[config.mk]
export PLATFORM = sky130hd
export DESIGN_NAME = lim_integrator_flat
export DESIGN_NICKNAME = d
export VERILOG_FILES = /design/src/rtl/lim_integrator_if.sv /design/src/rtl/lim_integrator.sv /design/src/flat_wrapper.sv
export SDC_FILE = /design/constraint.sdc
export NUM_CORES = 1
export LEC_CHECK = 0
export ABC_AREA = 1
export BUFFER_PORTS_ARGS = -buffer_cell sky130_fd_sc_hd__buf_2
export CORE_MARGIN = 5
export CORE_UTILIZATION = 60
export CTS_BUF_LIST = sky130_fd_sc_hd__clkbuf_4 sky130_fd_sc_hd__clkbuf_8 sky130_fd_sc_hd__clkbuf_16
export DETAILED_ROUTE_END_ITERATION = 7
export GPL_TIMING_DRIVEN = 0
export HOLD_SLACK_MARGIN = 0.08
export PLACE_DENSITY = 0.76
export RECOVER_POWER = 25
export SYNTH_ARGS = -nofsm -noshare
export SYNTH_HDL_FRONTEND = slang
export SYNTH_SLANG_ARGS = --single-unit
[constraint.sdc]
create_clock -name clk -period 4.7 [get_ports clk]
set_clock_uncertainty 0.1 [all_clocks]
set_input_delay 0.94 -clock clk [delete_from_list [all_inputs] [get_ports clk]]
set_output_delay 0.94 -clock clk [all_outputs]
set_load 0.01 [all_outputs]
[src/rtl/lim_integrator_if.sv]
// rtl/lim_integrator_if.sv - sample/result handshake bundle for lim_integrator
interface lim_integrator_if #(
  parameter int IW  = 14,
  parameter int KW  = 14,
  parameter int RES = 14
) ();
  logic signed [IW-1:0]  err;
  logic                  err_valid;
  logic signed [KW-1:0]  ki;
  logic signed [RES-1:0] out;
  logic                  out_valid;

  modport master (output err, err_valid, ki, input out, out_valid);
  modport slave  (input err, err_valid, ki, output out, out_valid);
endinterface

[src/rtl/lim_integrator.sv]
// rtl/lim_integrator.sv - pipelined integral accumulator with power-of-two clamp (option: LIM_INTEGRATOR_SATCNT_EN adds sat_cnt)
module lim_integrator #(
  parameter int IW  = 14,
  parameter int KW  = 14,
  parameter int ACC = 32,
  parameter int LW  = 5,
  parameter int SH  = 13,
  parameter int RES = 14
) (
  input  logic          clk,
  input  logic          rst,
  lim_integrator_if.slave bus,
  input  logic [LW-1:0] lim,
  input  logic          hold,
  input  logic          clr,
  input  logic          sat_clr,
  output logic          sat_pos,
  output logic          sat_neg,
`ifdef LIM_INTEGRATOR_SATCNT_EN
  output logic          sat_now,
  output logic [15:0]   sat_cnt
`else
  output logic          sat_now
`endif
);

  localparam int PW = IW + KW;

  logic signed [PW-1:0]  prod;
  logic                  v1;
  logic signed [ACC-1:0] acc;

  logic [LW-1:0]         lim_eff;
  logic signed [ACC:0]   sum;
  logic signed [ACC:0]   hi;
  logic signed [ACC:0]   lo;
  logic                  over_hi;
  logic                  under_lo;
  logic                  update;
  logic signed [ACC-1:0] acc_next;

  // Stage 1: register the full-width product and its qualifier
  always_ff @(posedge clk or negedge rst) begin
    if (!rst) begin
      prod <= '0;
      v1   <= 1'b0;
    end else begin
      prod <= bus.err * bus.ki;
      v1   <= bus.err_valid & ~hold & ~clr;
    end
  end

  // Stage 2 datapath: one-bit-wider sum cannot wrap, then clamp to [-2^lim, 2^lim-1]
  always_comb begin
    lim_eff  = (int'(lim) >= ACC) ? LW'(ACC - 1) : lim;
    hi       = ({{ACC{1'b0}}, 1'b1} << lim_eff) - {{ACC{1'b0}}, 1'b1};
    lo       = ~hi;
    sum      = $signed({acc[ACC-1], acc}) + $signed({{(ACC + 1 - PW){prod[PW-1]}}, prod});
    over_hi  = sum > hi;
    under_lo = sum < lo;
    acc_next = over_hi ? hi[ACC-1:0] : (under_lo ? lo[ACC-1:0] : sum[ACC-1:0]);
    // A sample sitting in stage 1 is dropped if hold rises while it is there
    update   = v1 & ~hold & ~clr;
  end

  // Stage 2 registers: accumulator, scaled output and per-update clamp status
  always_ff @(posedge clk or negedge rst) begin
    if (!rst) begin
      acc           <= '0;
      bus.out       <= '0;
      bus.out_valid <= 1'b0;
      sat_now       <= 1'b0;
    end else if (clr) begin
      acc           <= '0;
      bus.out       <= '0;
      bus.out_valid <= 1'b0;
      sat_now       <= 1'b0;
    end else if (update) begin
      acc           <= acc_next;
      bus.out       <= acc_next[SH+RES-1:SH];
      bus.out_valid <= 1'b1;
      sat_now       <= over_hi | under_lo;
    end else begin
      bus.out_valid <= 1'b0;
    end
  end

  // Sticky clamp flags; a new clamp event beats a simultaneous sat_clr
  always_ff @(posedge clk or negedge rst) begin
    if (!rst) begin
      sat_pos <= 1'b0;
      sat_neg <= 1'b0;
    end else begin
      if (update && over_hi) sat_pos <= 1'b1;
      else if (sat_clr)      sat_pos <= 1'b0;
      if (update && under_lo) sat_neg <= 1'b1;
      else if (sat_clr)       sat_neg <= 1'b0;
    end
  end

`ifdef LIM_INTEGRATOR_SATCNT_EN
  // Saturating count of clamped updates; restarts at 1 if cleared on a clamp
  always_ff @(posedge clk or negedge rst) begin
    if (!rst) begin
      sat_cnt <= '0;
    end else if (clr) begin
      sat_cnt <= '0;
    end else if (update && (over_hi || under_lo)) begin
      if (sat_clr)                 sat_cnt <= 16'd1;
      else if (sat_cnt != 16'hFFFF) sat_cnt <= sat_cnt + 16'd1;
    end else if (sat_clr) begin
      sat_cnt <= '0;
    end
  end
`endif

endmodule

[src/flat_wrapper.sv]
// flat-port wrapper written by rule: the top's interface ports become plain ports
module lim_integrator_flat 
#(
  parameter int IW  = 14,
  parameter int KW  = 14,
  parameter int ACC = 32,
  parameter int LW  = 5,
  parameter int SH  = 13,
  parameter int RES = 14
)
  (clk, rst, lim, hold, clr, sat_clr, sat_pos, sat_neg, sat_now, bus_err, bus_err_valid, bus_ki, bus_out, bus_out_valid);
  lim_integrator_if #(.IW(IW), .KW(KW), .RES(RES)) bus_i ();
  input  logic clk;
  input  logic rst;
  input  logic [LW-1:0] lim;
  input  logic hold;
  input  logic clr;
  input  logic sat_clr;
  output logic sat_pos;
  output logic sat_neg;
  output logic sat_now;
  input wire logic [$bits(bus_i.err)-1:0] bus_err;
  input wire logic [$bits(bus_i.err_valid)-1:0] bus_err_valid;
  input wire logic [$bits(bus_i.ki)-1:0] bus_ki;
  output wire logic [$bits(bus_i.out)-1:0] bus_out;
  output wire logic [$bits(bus_i.out_valid)-1:0] bus_out_valid;
  assign bus_i.err = bus_err;
  assign bus_i.err_valid = bus_err_valid;
  assign bus_i.ki = bus_ki;
  assign bus_out = bus_i.out;
  assign bus_out_valid = bus_i.out_valid;
  lim_integrator #(.IW(IW), .KW(KW), .ACC(ACC), .LW(LW), .SH(SH), .RES(RES)) u_core (.clk(clk), .rst(rst), .bus(bus_i), .lim(lim), .hold(hold), .clr(clr), .sat_clr(sat_clr), .sat_pos(sat_pos), .sat_neg(sat_neg), .sat_now(sat_now));
endmodule
* Yosys cells after proc, flatten, opt, wreduce, memory -nomap -nowiden
Cells that the tools add are included.
** Cells by class
- Add/sub/neg operators :: 2
- Multipliers :: 1
- Div/mod/pow operators :: 0
- $lt $le $gt $ge :: 2
- Equal/unequal tests :: 0
- Shifts and indexed selects :: 1
- Muxes and demuxes :: 13
- Bitwise gates (word level) :: 8
- Reductions and logical operators :: 5
** Operators with widths (number)
- $mux 32 :: 4
- $add 32x28->33 :: 1
- $gt 33x33->1 :: 1
- $lt 33x33->1 :: 1
- $not 33->33 :: 1
- $shl 1x5->33 const A :: 1
- $sub 33x1->33 const B :: 1
- $mul 14x14->28 :: 1
- $mux 14 :: 2
- $mux 1 :: 7
- $reduce_bool 2->1 :: 3
- $and 1x1->1 :: 4
- $logic_and 1x1->1 :: 2
- $not 1->1 :: 2
- $or 1x1->1 :: 1
** Word-level totals
- Bits in registers :: 79
- Latch bits :: 0
- Memory bits (writable) :: 0
- Memory bits (read-only) :: 0
- Output and inout bits :: 18
- Memories kept :: 0

* Logic depth before layout (Yosys ltp)
Gate-level depths: netlist (run 1).
- Depth after elaboration :: 8
- Depth in mapped cells :: 29
- Depth with buffers taken out :: 28

* Worst setup path before layout (run 1)
OpenSTA, ideal clock, no wires.
- Path type :: input-to-reg
- Start point :: input bus_err[13]
- End point :: register u_core.prod[24]
- Data arrival time :: 5.979 ns
- Data required time :: 4.521 ns
- Path slack :: -1.458 ns
- Cell stages on the path :: 22
- Buffers on the path :: 1
- Path through :: clkbuf_1 nand2_1 fa_1 fa_1 inv_1 fa_1 fa_1 fa_1 inv_1 fa_1 inv_1 ha_1 nand2_1 nor2_1 and3_1 nand4_1 nand3_1 nand3_1 nand2_1 nand3_1 nand2_1 xor2_1
** On the way
- Longest elaborated chain between the ends :: 1
** Ends and longest elaborated chain
- start, declared :: line flat_wrapper.sv:22 : input wire logic [$bits(bus_i.err)-1:0] bus_err;
- $mul 14x14->28 :: line lim_integrator.sv:48 : prod <= bus.err * bus.ki;
- end signal, assigned :: line lim_integrator.sv:48
- end, declared :: line lim_integrator.sv:29 : logic signed [PW-1:0] prod;
Every way passes these cells.
A chain may end at the register's enable or synchronous reset.

* Final worst setup path (run 1)
Same ends and word-level chain as after synthesis.

==> impl_metrics.toml, run 1 <==
[clock_tree]
hold_buffers = 0
cts_buffers = 9
clock-sinks = 65
cts_root_buffer = "clkbuf_16"
cts_tree = "done"
htree_levels = 3
clockBufferDepth = 2
clkLatencyLatePin_ps = 350
clk_pin_slew_ps = 60

[drt]
via_per_inst = 5.45
drt_first_pass_iters = 5
final_antenna_net_count = 0
num_vias = 15400
wl_per_cell_um = 17.6
drc = 0
drt-initial-drc-count = 1033
drt_wl_total_um = 49700

[timing]
worst_pin_slew_ps = 1580
fmax_mhz = 171
finalSetupViolCount = 21
rsz0062_at_grt = "yes"
layout_min_cycle_time_ps = 5840
finalCritPeriodShare = 1.24
slew_headroom = -0.0500
final.setup.worst_slack_ps = -1140
drv_slew = 66
hold_viol_final = 0

[yosys]
synth_seq_cells = 65
avgSynthCellArea_um2 = 6.82
synth_flop_cell = "dfrtp_1"
synth_area_um2 = 16000
synth_edf_count = 0
ys_warn_count = 0
synth-seq-area-share = 0.102
synth.distinct_cells = 41
syn_inst = 2340
synthArstFlopShare = 1.00

[floorplanning]
io_pins = 57
dieArea_um2 = 30000
die_h_um = 173
initial_core_util = 0.611
fp.coreArea_um2 = 26100
die_w_um = 173
rows = 59

[placement]
io_buffers = 54
dpl-instance-area_um2 = 17000
globalplace.congestion = 0.998
dp_hpwl_um = 37900

[cells_and_area]
final_common_cell = "nand2_1"
design_area_um2 = 19400
areaGrowthSynthToFinish_pct = 21.6
num-nets-final = 2894
diodes = 0
layout_common_cells = "nand2_1, inv_1, nand3_1, fa_1, ha_1"
drive_above_1_share = 0.186
num-fill-cells = 2028

[run_status]
status = "finished with violations"
violations = "capacitance limit, slew limit, setup timing"

[global_route]
grt_pass1_wl_um = 78400
grt_max_degree = 66
antenna_found_initial = 0
grt_pass1_vias = 15700
gr-total-overflow = 0
track_usage = 0.319

[critical_path]
start_kind = "input pin"
critical_path.most_common_cell = "fa_1"
cp_top_family = "adder cells"
worstPathCellList = "buf_12, clkbuf_16, nand2_4, fa_1, fa_2, buf_4, fa_1, inv_1, fa_1, fa_1, fa_1, ha_4, nand2_4, nor2_4, and3_4, nand4_1, nand3_2, nand3_2, nand2_2, nand3_1, nand2_1, xor2_1"
cpPeakStageDelay_ps = 580
critical_path_required_ps = 4860
critPathBufInv = 4
path_max_fanout = 5
critical_path_arrival_ps = 6000
crit_path_end_kind = "flop"
crit_slowest_cell = "fa_1"
worst-setup-path-type = "in2reg"

[run]
maxCapViolCount = 1

[min_path]
hold_path_class = "reg2reg"
-- cells in the mapped netlist (19+ instances only) --
cell / n / share of area
inv_1: 546 / 0.13
o21ai_0: 20 / 0.0063
dfrtp_1: 65 / 0.10
clkbuf_1: 36 / 0.0085
nand2_1: 705 / 0.17
fa_1: 196 / 0.25
nand3_1: 189 / 0.059
buf_4: 19 / 0.0089
ha_1: 169 / 0.13
a21oi_1: 70 / 0.022
xor2_1: 32 / 0.018
nor2_1: 115 / 0.027
-- cell families after synthesis --
kind of cell / after synthesis / synth area share
AO/OA/AOI/OAI: 120 / 0.0424
adder cells (fa/ha/maj): 365 / 0.378
XOR/XNOR: 52 / 0.0295
flip-flops: 65 / 0.102
buffers and inverters: 632 / 0.155
AND/OR/NAND/NOR: 1104 / 0.292
other: 2 / 0.000471
-- worst paths after layout --
path	depth (start not counted)	end	slack [ps]	from
worst min-delay path	2	u_core.acc[3]	390	u_core.acc[3]
max in group asynchronous	1	u_core.prod[22]	2670	rst
worst min register to register	2	u_core.acc[3]	390	u_core.acc[3]
worst max-delay path	22	u_core.prod[24]	-1140	bus_err[13]
min in group asynchronous	1	u_core.acc[2]	890	rst
worst max register to register	25	u_core.bus.out[6]	200	u_core.prod[27]
-- layer usage --
| metal | part of all wire | vias to the layer above | track usage | routed length, µm |
|---|---|---|---|---|
| li1 | - | 7288 | - | - |
| met1 | 0.38 | 7302 | 0.369 | 19000 |
| met2 | 0.50 | 637 | 0.583 | 24700 |
| met3 | 0.052 | 201 | 0.0242 | 2560 |
| met4 | 0.068 | 0 | 0.182 | 3380 |
| met5 | 0 | - | 0 | 0 |
-- layout make-up --
class / instances / area, µm² / area share
multi-input cells: 1645 / 12900 / 0.666
inverters: 558 / 2100 / 0.108
flip-flops and latches: 65 / 1630 / 0.0839
repair buffers: 137 / 1160 / 0.0597
plain buffers: 74 / 847 / 0.0437
well taps: 335 / 419 / 0.0216
clock buffers: 10 / 239 / 0.0123
clock inverters: 6 / 90.1 / 0.00464
-- metrics by stage --
step	hold WS, ps	utilization	setup slack, ps	instances	TNS [ps]
after CTS	393	0.724	-1020	2819	-15540
after detailed placement	376	0.651	-1880	2731	-43280
final	388	0.742	-1140	2830	-17050
after global placement	371	0.651	-1790	2731	-40660
after floorplan	356	-	-1020	2342	-14320
after global routing	419	0.742	-1280	2830	-19740
-- state kept, by name (all words and copies together), names as in the netlist --
signal	count
u_core.prod	28
u_core.acc	19
u_core.bus.out	13
u_core.bus.out_valid	1
u_core.sat_neg	1
u_core.sat_now	1
u_core.sat_pos	1
u_core.v1	1
-- tightest hold or removal path, stage by stage, from the launching register on --
cell and delay (ps):
dfrtp_1 340, nand2_1 50, nand2_1 60
-- timing repair --
action / in CTS / in global routing
cloned: 2 / 0
resized for setup: 235 / 108
buffers inserted: 70 / 11
pin swaps: 98 / 59
endpoints found under the setup margin: 56 / 56
Power of run 1 is not shown: default switching activity piles up to over one toggle a cycle in this logic, so the estimate is an artifact.
==> run 2, diff against run 1 <==
ABC_AREA = unset   (was 1)
==> impl_metrics.toml, run 2 <==
[global_route]
track_usage = 0.309
grt_pass1_wl_um = 65100
gr-total-overflow = 0
antenna_found_initial = 0
grt_pass1_vias = 12800
grt_max_degree = 66

[cells_and_area]
areaGrowthSynthToFinish_pct = 27.7
layout_common_cells = "inv_1, fa_1, nand2_1"
num-nets-final = 2192
fin_util = 0.780
diodes = 0
top_register = "u_core.prod"
largest_reg_flops = 28
drive_above_1_share = 0.242
final_common_cell = "inv_1"
top_regs = "u_core.prod: 28 flops, u_core.acc: 19 flops, u_core.bus.out: 13 flops"

[yosys]
yosysTopAreaCell = "fa_1"
synth_edf_count = 0
synthArstFlopShare = 1.00
synth_seq_cells = 65
synth.distinct_cells = 69
ys_warn_count = 0
netlist.area_leader.share = 0.283
syn_inst = 1618
avgSynthCellArea_um2 = 8.58
yosys-top-cells-count = "inv_1, fa_1, nand2_1"
synth_area_um2 = 13900
synth-seq-area-share = 0.117
synth.area.top_cells = "fa_1, ha_1, dfrtp_1"
synth_flop_cell = "dfrtp_1"
synth_most_common_cell = "inv_1"

[clock_tree]
cts_root_buffer = "clkbuf_16"
clockBufferDepth = 2
clkLatencyLatePin_ps = 340
hold_buffers = 0
htree_levels = 3
clk_pin_slew_ps = 60
clock-sinks = 65
cts_buffers = 9
cts_tree = "done"

[critical_path]
crit_path_end_kind = "flop"
worst-setup-path-type = "in2reg"
cpPeakStageDelay_ps = 550
critical_path.most_common_cell = "fa_1"
worstPathCellList = "buf_8, buf_8, and2_4, fa_1, inv_2, fa_1, inv_1, fa_1, inv_1, fa_1, fa_1, fa_1, inv_2, ha_4, a21o_1, a31o_4, a211o_4, o221ai_4, a21oi_2, a41oi_2, a21oi_2, a21o_1, a21oi_2, xnor2_1"
start_kind = "input pin"
critical_path_arrival_ps = 6550
crit_slowest_cell = "fa_1"
critical_path_required_ps = 4850
path_max_fanout = 4

[timing]
drv_slew = 66
worst_pin_slew_ps = 1690
hold_ws_ps = 407
hold_viol_final = 0
finalSetupViolCount = 54
fmax_mhz = 156
layout_min_cycle_time_ps = 6400
final.setup.worst_slack_ps = -1700
slew_headroom = -0.129
finalCritPeriodShare = 1.36
rsz0062_at_grt = "yes"

[drt]
via_per_inst = 6.00
drc = 0
drt-initial-drc-count = 1102
wl_per_cell_um = 20.4
final_antenna_net_count = 0
num_vias = 12500
drt_first_pass_iters = 5
drt_wl_total_um = 42400

[min_path]
hold_path_class = "reg2reg"

[placement]
globalplace.congestion = 0.991
dp_hpwl_um = 29800
dpl_worst_slack_ps = -2440
io_buffers = 55

[floorplanning]
initial_core_util = 0.611
die_h_um = 162
dieArea_um2 = 26300
fp.coreArea_um2 = 22700
die_w_um = 162
io_pins = 57
rows = 55

[run_status]
status = "finished with violations"
violations = "capacitance limit, slew limit, setup timing"

[run]
maxCapViolCount = 1
[run 2: routing by layer]
layer  part of all wire  GRT usage
met1               0.38      0.393
met2               0.48      0.531
met4              0.067      0.145
met3              0.075     0.0320
met5                  0          0
[run 2: what timing repair did]
action	CTS	global route
cloned	7	1
setup buffers	69	32
endpoints found under the setup margin	56	55
pin swaps	89	84
resized for setup	209	134
[run 2: worst paths after layout]
| kind | startpoint | end | slack [ps] | cells after the start |
|---|---|---|---|---|
| hold / removal | u_core.acc[5] | u_core.acc[5] | 410 | 2 |
| setup / recovery | bus_ki[0] | u_core.prod[27] | -1700 | 24 |
| min in group asynchronous | rst | u_core.acc[7] | 920 | 1 |
| max in group asynchronous | rst | u_core.bus.out[9] | 2550 | 1 |
| hold reg to reg | u_core.acc[5] | u_core.acc[5] | 410 | 2 |
| setup reg to reg | u_core.bus.out[1] | u_core.bus.out[1] | -1020 | 19 |
[run 2: cell families (layout without fill, tap and decap cells)]
| kind of cell | Yosys count | count (layout) | share of synthesized area |
|---|---|---|---|
| and+or+nand+nor | 476 | 476 | 0.167 |
| adders and majority gates | 365 | 365 | 0.435 |
| buffers and inverters | 353 | 526 | 0.101 |
| AOI/OAI and AO/OA | 296 | 296 | 0.141 |
| DFF | 65 | 65 | 0.117 |
| xor gates and xnor gates | 58 | 58 | 0.0366 |
| muxes | 3 | 3 | 0.00225 |
| other | 2 | 4 | 0.000541 |
[run 2: worst max-delay path: cells and delay by family]
kind / cells / cell delay, ps
buffers and inverters: 6 / 430
AND/OR/NAND/NOR: 1 / 160
AO/OA/AOI/OAI: 9 / 1600
XOR/XNOR: 1 / 130
adder cells (fa/ha/maj): 7 / 3280
[run 2: per-stage QoR]
step / instance area, µm² / instances / TNS (ps)
after floorplan: 14400 / 1620 / -27210
after global placement: 15000 / 1960 / -81010
after detailed placement: 15000 / 1960 / -81010
after CTS: 16900 / 2050 / -45800
after global routing: 17700 / 2078 / -62420
final: 17700 / 2078 / -54000
[run 2: area by class of cell]
class | instances | area [µm²]
Buffer | 71 | 731
Timing Repair Buffer | 159 | 1450
Clock inverter | 3 | 40.0
Inverter | 280 | 1050
Sequential cell | 65 | 1630
Fill cell | 1404 | 4990
Multi-Input combinational cell | 1202 | 12200
Clock buffer | 13 | 262
Tap cell | 285 | 357
Power of run 2 is left out for the same reason.
